===== src/rtl/uart_rx_fifo_if.sv =====
// Byte-capture, pop and status signals of uart_rx_fifo.
// rx_thresh is present only when UART_RX_FIFO_THRESH_EN is defined.
interface uart_rx_fifo_if #(
  parameter int DBIT   = 8,
  parameter int ADDR_W = 4
);
  // rx_done_tick is a one-cycle push strobe with no backpressure: a byte
  // offered while full (and not popped in the same cycle) is dropped.
  // rd_en pops the head at a rising edge only when empty=0; rd_data shows
  // the head with no read latency and reads 0 while empty.
  logic              rx_done_tick;
  logic [DBIT-1:0]   rx_dout;
  logic              rd_en;
  logic              clr_overrun;
  logic [DBIT-1:0]   rd_data;
  logic              empty;
  logic              full;
  logic [ADDR_W:0]   level;
  logic              overrun;
`ifdef UART_RX_FIFO_THRESH_EN
  logic              rx_thresh;

  modport master (
    output rx_done_tick, rx_dout, rd_en, clr_overrun,
    input  rd_data, empty, full, level, overrun, rx_thresh
  );

  modport slave (
    input  rx_done_tick, rx_dout, rd_en, clr_overrun,
    output rd_data, empty, full, level, overrun, rx_thresh
  );
`else
  modport master (
    output rx_done_tick, rx_dout, rd_en, clr_overrun,
    input  rd_data, empty, full, level, overrun
  );

  modport slave (
    input  rx_done_tick, rx_dout, rd_en, clr_overrun,
    output rd_data, empty, full, level, overrun
  );
`endif
endinterface


===== src/rtl/uart_rx_fifo.sv =====
// Circular receive FIFO behind uart_rx with first-word-fall-through and sticky overrun.
// Optional level-threshold output enabled by defining UART_RX_FIFO_THRESH_EN.
module uart_rx_fifo #(
  parameter int DBIT   = 8,
  parameter int ADDR_W = 4
`ifdef UART_RX_FIFO_THRESH_EN
  ,
  parameter int THRESH = 12
`endif
) (
  input  logic          clk_i,
  input  logic          reset_i,
  uart_rx_fifo_if.slave bus
);

  localparam int              DEPTH    = 2 ** ADDR_W;
  localparam logic [ADDR_W:0] FULL_LVL = (ADDR_W + 1)'(DEPTH);
  localparam logic [ADDR_W:0] LVL_ONE  = (ADDR_W + 1)'(1);
  localparam logic [ADDR_W-1:0] PTR_ONE = ADDR_W'(1);

  logic [DBIT-1:0]   mem [DEPTH];

  logic [ADDR_W-1:0] wr_ptr_q, wr_ptr_d;
  logic [ADDR_W-1:0] rd_ptr_q, rd_ptr_d;
  logic [ADDR_W:0]   level_q, level_d;
  logic              empty_q, empty_d;
  logic              full_q, full_d;
  logic              overrun_q, overrun_d;

  logic              do_wr;
  logic              do_rd;
  logic              drop;

  // A pop frees the slot in the same cycle, so a full FIFO still accepts a
  // byte when rd_en arrives alongside it.
  assign do_rd = bus.rd_en & ~empty_q;
  assign do_wr = bus.rx_done_tick & (~full_q | do_rd);
  assign drop  = bus.rx_done_tick & full_q & ~do_rd;

  always_comb begin
    wr_ptr_d  = wr_ptr_q;
    rd_ptr_d  = rd_ptr_q;
    level_d   = level_q;
    overrun_d = overrun_q;

    if (do_wr) wr_ptr_d = wr_ptr_q + PTR_ONE;
    if (do_rd) rd_ptr_d = rd_ptr_q + PTR_ONE;

    case ({do_wr, do_rd})
      2'b10:   level_d = level_q + LVL_ONE;
      2'b01:   level_d = level_q - LVL_ONE;
      default: level_d = level_q;
    endcase

    empty_d = (level_d == '0);
    full_d  = (level_d == FULL_LVL);

    // A drop at the same edge as a clear leaves overrun set.
    if (bus.clr_overrun) overrun_d = 1'b0;
    if (drop)            overrun_d = 1'b1;
  end

  always_ff @(posedge clk_i or posedge reset_i) begin
    if (reset_i) begin
      wr_ptr_q  <= '0;
      rd_ptr_q  <= '0;
      level_q   <= '0;
      empty_q   <= 1'b1;
      full_q    <= 1'b0;
      overrun_q <= 1'b0;
    end else begin
      wr_ptr_q  <= wr_ptr_d;
      rd_ptr_q  <= rd_ptr_d;
      level_q   <= level_d;
      empty_q   <= empty_d;
      full_q    <= full_d;
      overrun_q <= overrun_d;
    end
  end

  // Storage is deliberately left unreset; empty_q masks stale contents.
  always_ff @(posedge clk_i) begin
    if (do_wr) mem[wr_ptr_q] <= bus.rx_dout;
  end

  assign bus.rd_data = empty_q ? '0 : mem[rd_ptr_q];
  assign bus.empty   = empty_q;
  assign bus.full    = full_q;
  assign bus.level   = level_q;
  assign bus.overrun = overrun_q;

`ifdef UART_RX_FIFO_THRESH_EN
  localparam logic [ADDR_W:0] THRESH_LVL = (ADDR_W + 1)'(THRESH);

  logic rx_thresh_q, rx_thresh_d;

  // Compared on next-state level so the flag rises on the edge level reaches THRESH.
  assign rx_thresh_d = (level_d >= THRESH_LVL);

  always_ff @(posedge clk_i or posedge reset_i) begin
    if (reset_i) rx_thresh_q <= 1'b0;
    else         rx_thresh_q <= rx_thresh_d;
  end

  assign bus.rx_thresh = rx_thresh_q;
`endif

endmodule


===== src/flat_wrapper.sv =====
// flat-port wrapper written by rule: the top's interface ports become plain ports
module uart_rx_fifo_flat 
#(
  parameter int DBIT   = 8,
  parameter int ADDR_W = 4

)
  (clk_i, reset_i, bus_rx_done_tick, bus_rx_dout, bus_rd_en, bus_clr_overrun, bus_rd_data, bus_empty, bus_full, bus_level, bus_overrun);
  uart_rx_fifo_if #(.DBIT(DBIT), .ADDR_W(ADDR_W)) bus_i ();
  input  logic clk_i;
  input  logic reset_i;
  input wire logic [$bits(bus_i.rx_done_tick)-1:0] bus_rx_done_tick;
  input wire logic [$bits(bus_i.rx_dout)-1:0] bus_rx_dout;
  input wire logic [$bits(bus_i.rd_en)-1:0] bus_rd_en;
  input wire logic [$bits(bus_i.clr_overrun)-1:0] bus_clr_overrun;
  output wire logic [$bits(bus_i.rd_data)-1:0] bus_rd_data;
  output wire logic [$bits(bus_i.empty)-1:0] bus_empty;
  output wire logic [$bits(bus_i.full)-1:0] bus_full;
  output wire logic [$bits(bus_i.level)-1:0] bus_level;
  output wire logic [$bits(bus_i.overrun)-1:0] bus_overrun;
  assign bus_i.rx_done_tick = bus_rx_done_tick;
  assign bus_i.rx_dout = bus_rx_dout;
  assign bus_i.rd_en = bus_rd_en;
  assign bus_i.clr_overrun = bus_clr_overrun;
  assign bus_rd_data = bus_i.rd_data;
  assign bus_empty = bus_i.empty;
  assign bus_full = bus_i.full;
  assign bus_level = bus_i.level;
  assign bus_overrun = bus_i.overrun;
  uart_rx_fifo #(.DBIT(DBIT), .ADDR_W(ADDR_W)) u_core (.clk_i(clk_i), .reset_i(reset_i), .bus(bus_i));
endmodule

===== config.mk =====
export PLATFORM = sky130hd
export DESIGN_NAME = uart_rx_fifo_flat
export DESIGN_NICKNAME = d
export VERILOG_FILES = /design/src/rtl/uart_rx_fifo_if.sv /design/src/rtl/uart_rx_fifo.sv /design/src/flat_wrapper.sv
export SDC_FILE = /design/constraint.sdc
export NUM_CORES = 1
export LEC_CHECK = 0
export ABC_AREA = 0
export CAP_MARGIN = 40
export CORE_MARGIN = 2
export CORE_UTILIZATION = 25
export CTS_BUF_LIST = sky130_fd_sc_hd__clkbuf_8
export CTS_CLUSTER_DIAMETER = 100
export DETAILED_ROUTE_END_ITERATION = 8
export DONT_BUFFER_PORTS = 1
export PLACE_DENSITY_LB_ADDON = 0.25
export REMOVE_ABC_BUFFERS = 1
export SLEW_MARGIN = 20
export SYNTH_ARGS = -nofsm -noshare
export SYNTH_HDL_FRONTEND = slang
export SYNTH_SLANG_ARGS = --single-unit

===== constraint.sdc =====
create_clock -name clk_i -period 2.3 [get_ports clk_i]
set_input_delay 0.46 -clock clk_i [delete_from_list [all_inputs] [get_ports clk_i]]
set_output_delay 0.46 -clock clk_i [all_outputs]
set_load 0.05 [all_outputs]

==> impl_metrics.toml <==
[synthesis]
synth_seq_area_share = 0.722
synth-seq-cells = 144
synth_xor_area_frac = 0.0179
synth_cell_types = 38
synth-simple-area-share = 0.0522
netlist_area_mm2 = 0.00588
ys.warnings.count = 0
synth_edf_count = 128
syn_inst = 290
synth_top_family_by_area = "multiplexers"
synth_async_sr_flop_share = 0.111
muxShareOfSynthArea = 0.157
syn_avg_cell_area_um2 = 20.3
synth-compound-area-share = 0.0141
synthFlopType = "edfxtp_1"
synth_fa_ha_area_frac = 0.0192

[critical_path]
crit_path_end_kind = "output port"
worstPathMaxFanout = 12
reg2reg_to = "u_core.bus.full"
critical_path_class = "flip-flop to output port"
endpoint = "bus_rd_data[3]"
ff2ff_path_depth = 9
required_ns = 1.84
arrival_ns = 2.41
start_kind = "flip-flop"
r2r_setup_slack_ns = -0.01
setup.worst_path.start = "u_core.rd_ptr_q[0]"
r2r_start = "u_core.bus.empty"

[clock_tree]
cts.sinks = 144
clk_path_buf_depth = 2
clk-insertion-delay-late_ns = 0.45
clk_pin_slew_ns = 0.09
cts_max_level = 4
clockRootBuffer = "clkbuf_8"
cts_tree = "yes"
cts_inserted_buffers = 17

[global_route]
grtUsageTotal = 0.114
grt_pass1_vias = 3080
grt_pass1_wl_um = 19500
gr-total-overflow = 0
antenna_found_initial = 0
grt_max_degree = 33

[timing]
slew_headroom = 0.548
finalSetupViolCount = 10
rsz0062_at_grt = "yes"
worst-slew-pin-transition_ns = 0.677
setup_ws_ns = -0.572
timing.final.crit_share = 1.25
fmax_mhz = 348
finalCriticalPeriod_ns = 2.87
drv_slew = 0
hold_viol = 0
finClkSkew_ns = 0.0199

[pwr]
irDropWorstVdd_mv = 0.674
fin_total_pwr_mw = 9.79
p_seq_frac = 0.354
switching_share = 0.347
p_sw_mw = 3.40
cell_internal_pwr_mw = 6.39
p_per_area_mw_per_mm2 = 1330
pwr-share-clk = 0.236
combPwrFrac = 0.410
p_leak_nw = 2.47

[final_layout]
drive_gt1_frac = 0.401
fin_util = 0.315
final_area_mm2 = 0.00734
nets = 376
stdcell_count = 686
diodes = 0
area_growth_pct = 24.9

[status]
violations = "negative setup slack"
status = "finished, violations left"

[routing]
wl_per_cell_um = 19.2
detail-route-antenna-nets = 0
viasPerCell = 4.21
vias = 2888
routed_wl_um = 13200
first_pass_iters = 4
drtIter0Drc = 229
route.detailed.drc = 0

[placement]
port_buffers = 0
dpl.cell_count = 650
post_dp_cell_area_mm2 = 0.00671
gp_congestion = 0.700
dp_slack_ns = -0.383
dp_hpwl_um = 8210

[floorplanning]
core_area_mm2 = 0.0233
fp.dieArea_mm2 = 0.0247
die_x_um = 157
fp.dieH_um = 157
pin_count = 29
initial_core_util = 0.253
rows = 56

[min_path]
hold_class = "input pin to flip-flop"
hold_depth = 0

[job]
drv_cap = 0
==> state kept, by name, indices dropped and copies added (netlist names) <==
| name | cells |
|---|---|
| u_core.bus.level | 5 |
| u_core.bus.overrun | 1 |
| u_core.rd_ptr_q | 4 |
| u_core.mem | 128 |
| u_core.bus.full | 1 |
| u_core.bus.empty | 1 |
| u_core.wr_ptr_q | 4 |
==> final cells by class <==
| class | instances | area (um2) |
|---|---|---|
| Tap cell | 319 | 399 |
| Clock buffer | 17 | 234 |
| Sequential cell | 144 | 4250 |
| Multi-Input combinational cell | 126 | 1620 |
| Clock inverter | 15 | 230 |
| Timing Repair Buffer | 59 | 587 |
| Fill cell | 2295 | 15900 |
| Inverter | 6 | 25.0 |
==> worst min path at each step <==
stage | start | endpoint | slack (ns)
final | bus_rx_dout[6] | u_core.mem[9][6] | 0.10
after global routing | bus_rx_dout[6] | u_core.mem[9][6] | 0.06
after CTS | bus_clr_overrun | u_core.bus.overrun | 0.07
after detailed placement | u_core.rd_ptr_q[3] | u_core.rd_ptr_q[3] | 0.47
after global placement | u_core.rd_ptr_q[3] | u_core.rd_ptr_q[3] | 0.46
after floorplan | reset_i | u_core.bus.full | 0.37
==> worst max-delay path, stage by stage, from the launching register on <==
cell and delay (ns):
dfrtp_2 0.47, buf_12 0.19, mux4_2 0.51, mux4_2 0.47, nor2b_1 0.16, buf_6 0.17
==> metal layers <==
metal  vias to the layer above  share of wire  routed length [um]  track usage
met5                         -              0                   0            0
met4                         0          0.010                 136       0.0364
met3                         8          0.036                 476       0.0330
met2                        43           0.50                6580        0.185
met1                      1547           0.46                6010        0.148
li1                       1290              -                   -            -
==> cell usage in the layout, fill, tap and decap left out, drive strengths merged, types with 2 or more instances in the layout <==
cell type,instances
edfxtp,128
buf,58
mux4,40
clkbuf,17
dfrtp,15
and2,12
inv,11
nor2b,10
nand2,9
ha,9
xnor2,8
nor2,5
bufinv,5
and4,4
xor2,4
o21ai,3
clkinv,3
o21a,2
nand3,2
nand4,2
clkinvlp,2
==> cell usage after synthesis (2+ instances only) <==
cell type	instances	area (um2)
and4_1	4	35.0
xor2_1	4	35.0
nand4_1	2	12.5
nand2_1	9	33.8
mux4_2	40	901
buf_1	4	15.0
nor2b_1	10	62.6
and2_1	12	75.1
buf_6	3	33.8
xnor2_1	8	70.1
dfrtp_1	15	375
nor2_1	5	18.8
o21ai_0	3	15.0
clkbuf_1	5	18.8
edfxtp_1	128	3840
nand3_1	2	10.0
inv_1	6	22.5
o21a_1	2	15.0
ha_1	9	113
==> logic make-up (layout without fill, tap and decap cells) <==
logic type | Yosys count | in the layout
XOR/XNOR | 12 | 12
buffers and inverters | 20 | 97
flip-flops | 144 | 144
adder cells (fa/ha/maj) | 9 | 9
multiplexers | 42 | 42
AND/OR/NAND/NOR | 51 | 51
AO/OA/AOI/OAI | 12 | 12
==> power by group through the flow <==
stage	registers [mW]	clock network, mW	logic [mW]
after global placement	3.49	0	3.84
final	3.46	2.31	4.02
after floorplan	3.88	0	2.09
after global routing	3.50	2.48	4.29
after CTS	3.45	2.37	4.03
after detailed placement	3.51	0	3.87
==> what timing repair did <==
| item | in CTS | in global routing |
|---|---|---|
| endpoints found under the hold margin | 15 | 0 |
| gates resized for setup | 20 | 10 |
| setup endpoints to repair | 25 | 12 |
| hold buffers | 1 | 0 |
| cloned | 0 | 0 |
| buffers inserted | 3 | 0 |
| pin swaps | 5 | 5 |
==> stage by stage <==
step	hold slack [ns]	TNS [ns]
5_1_grt	0.0641	-5.74
3_5_place_dp	0.467	-2.34
6_report	0.104	-4.46
3_3_place_gp	0.460	-2.32
4_1_cts	0.0742	-4.98
2_1_floorplan	0.373	-23.45
Note: power is estimated with default switching activity, not from simulation.
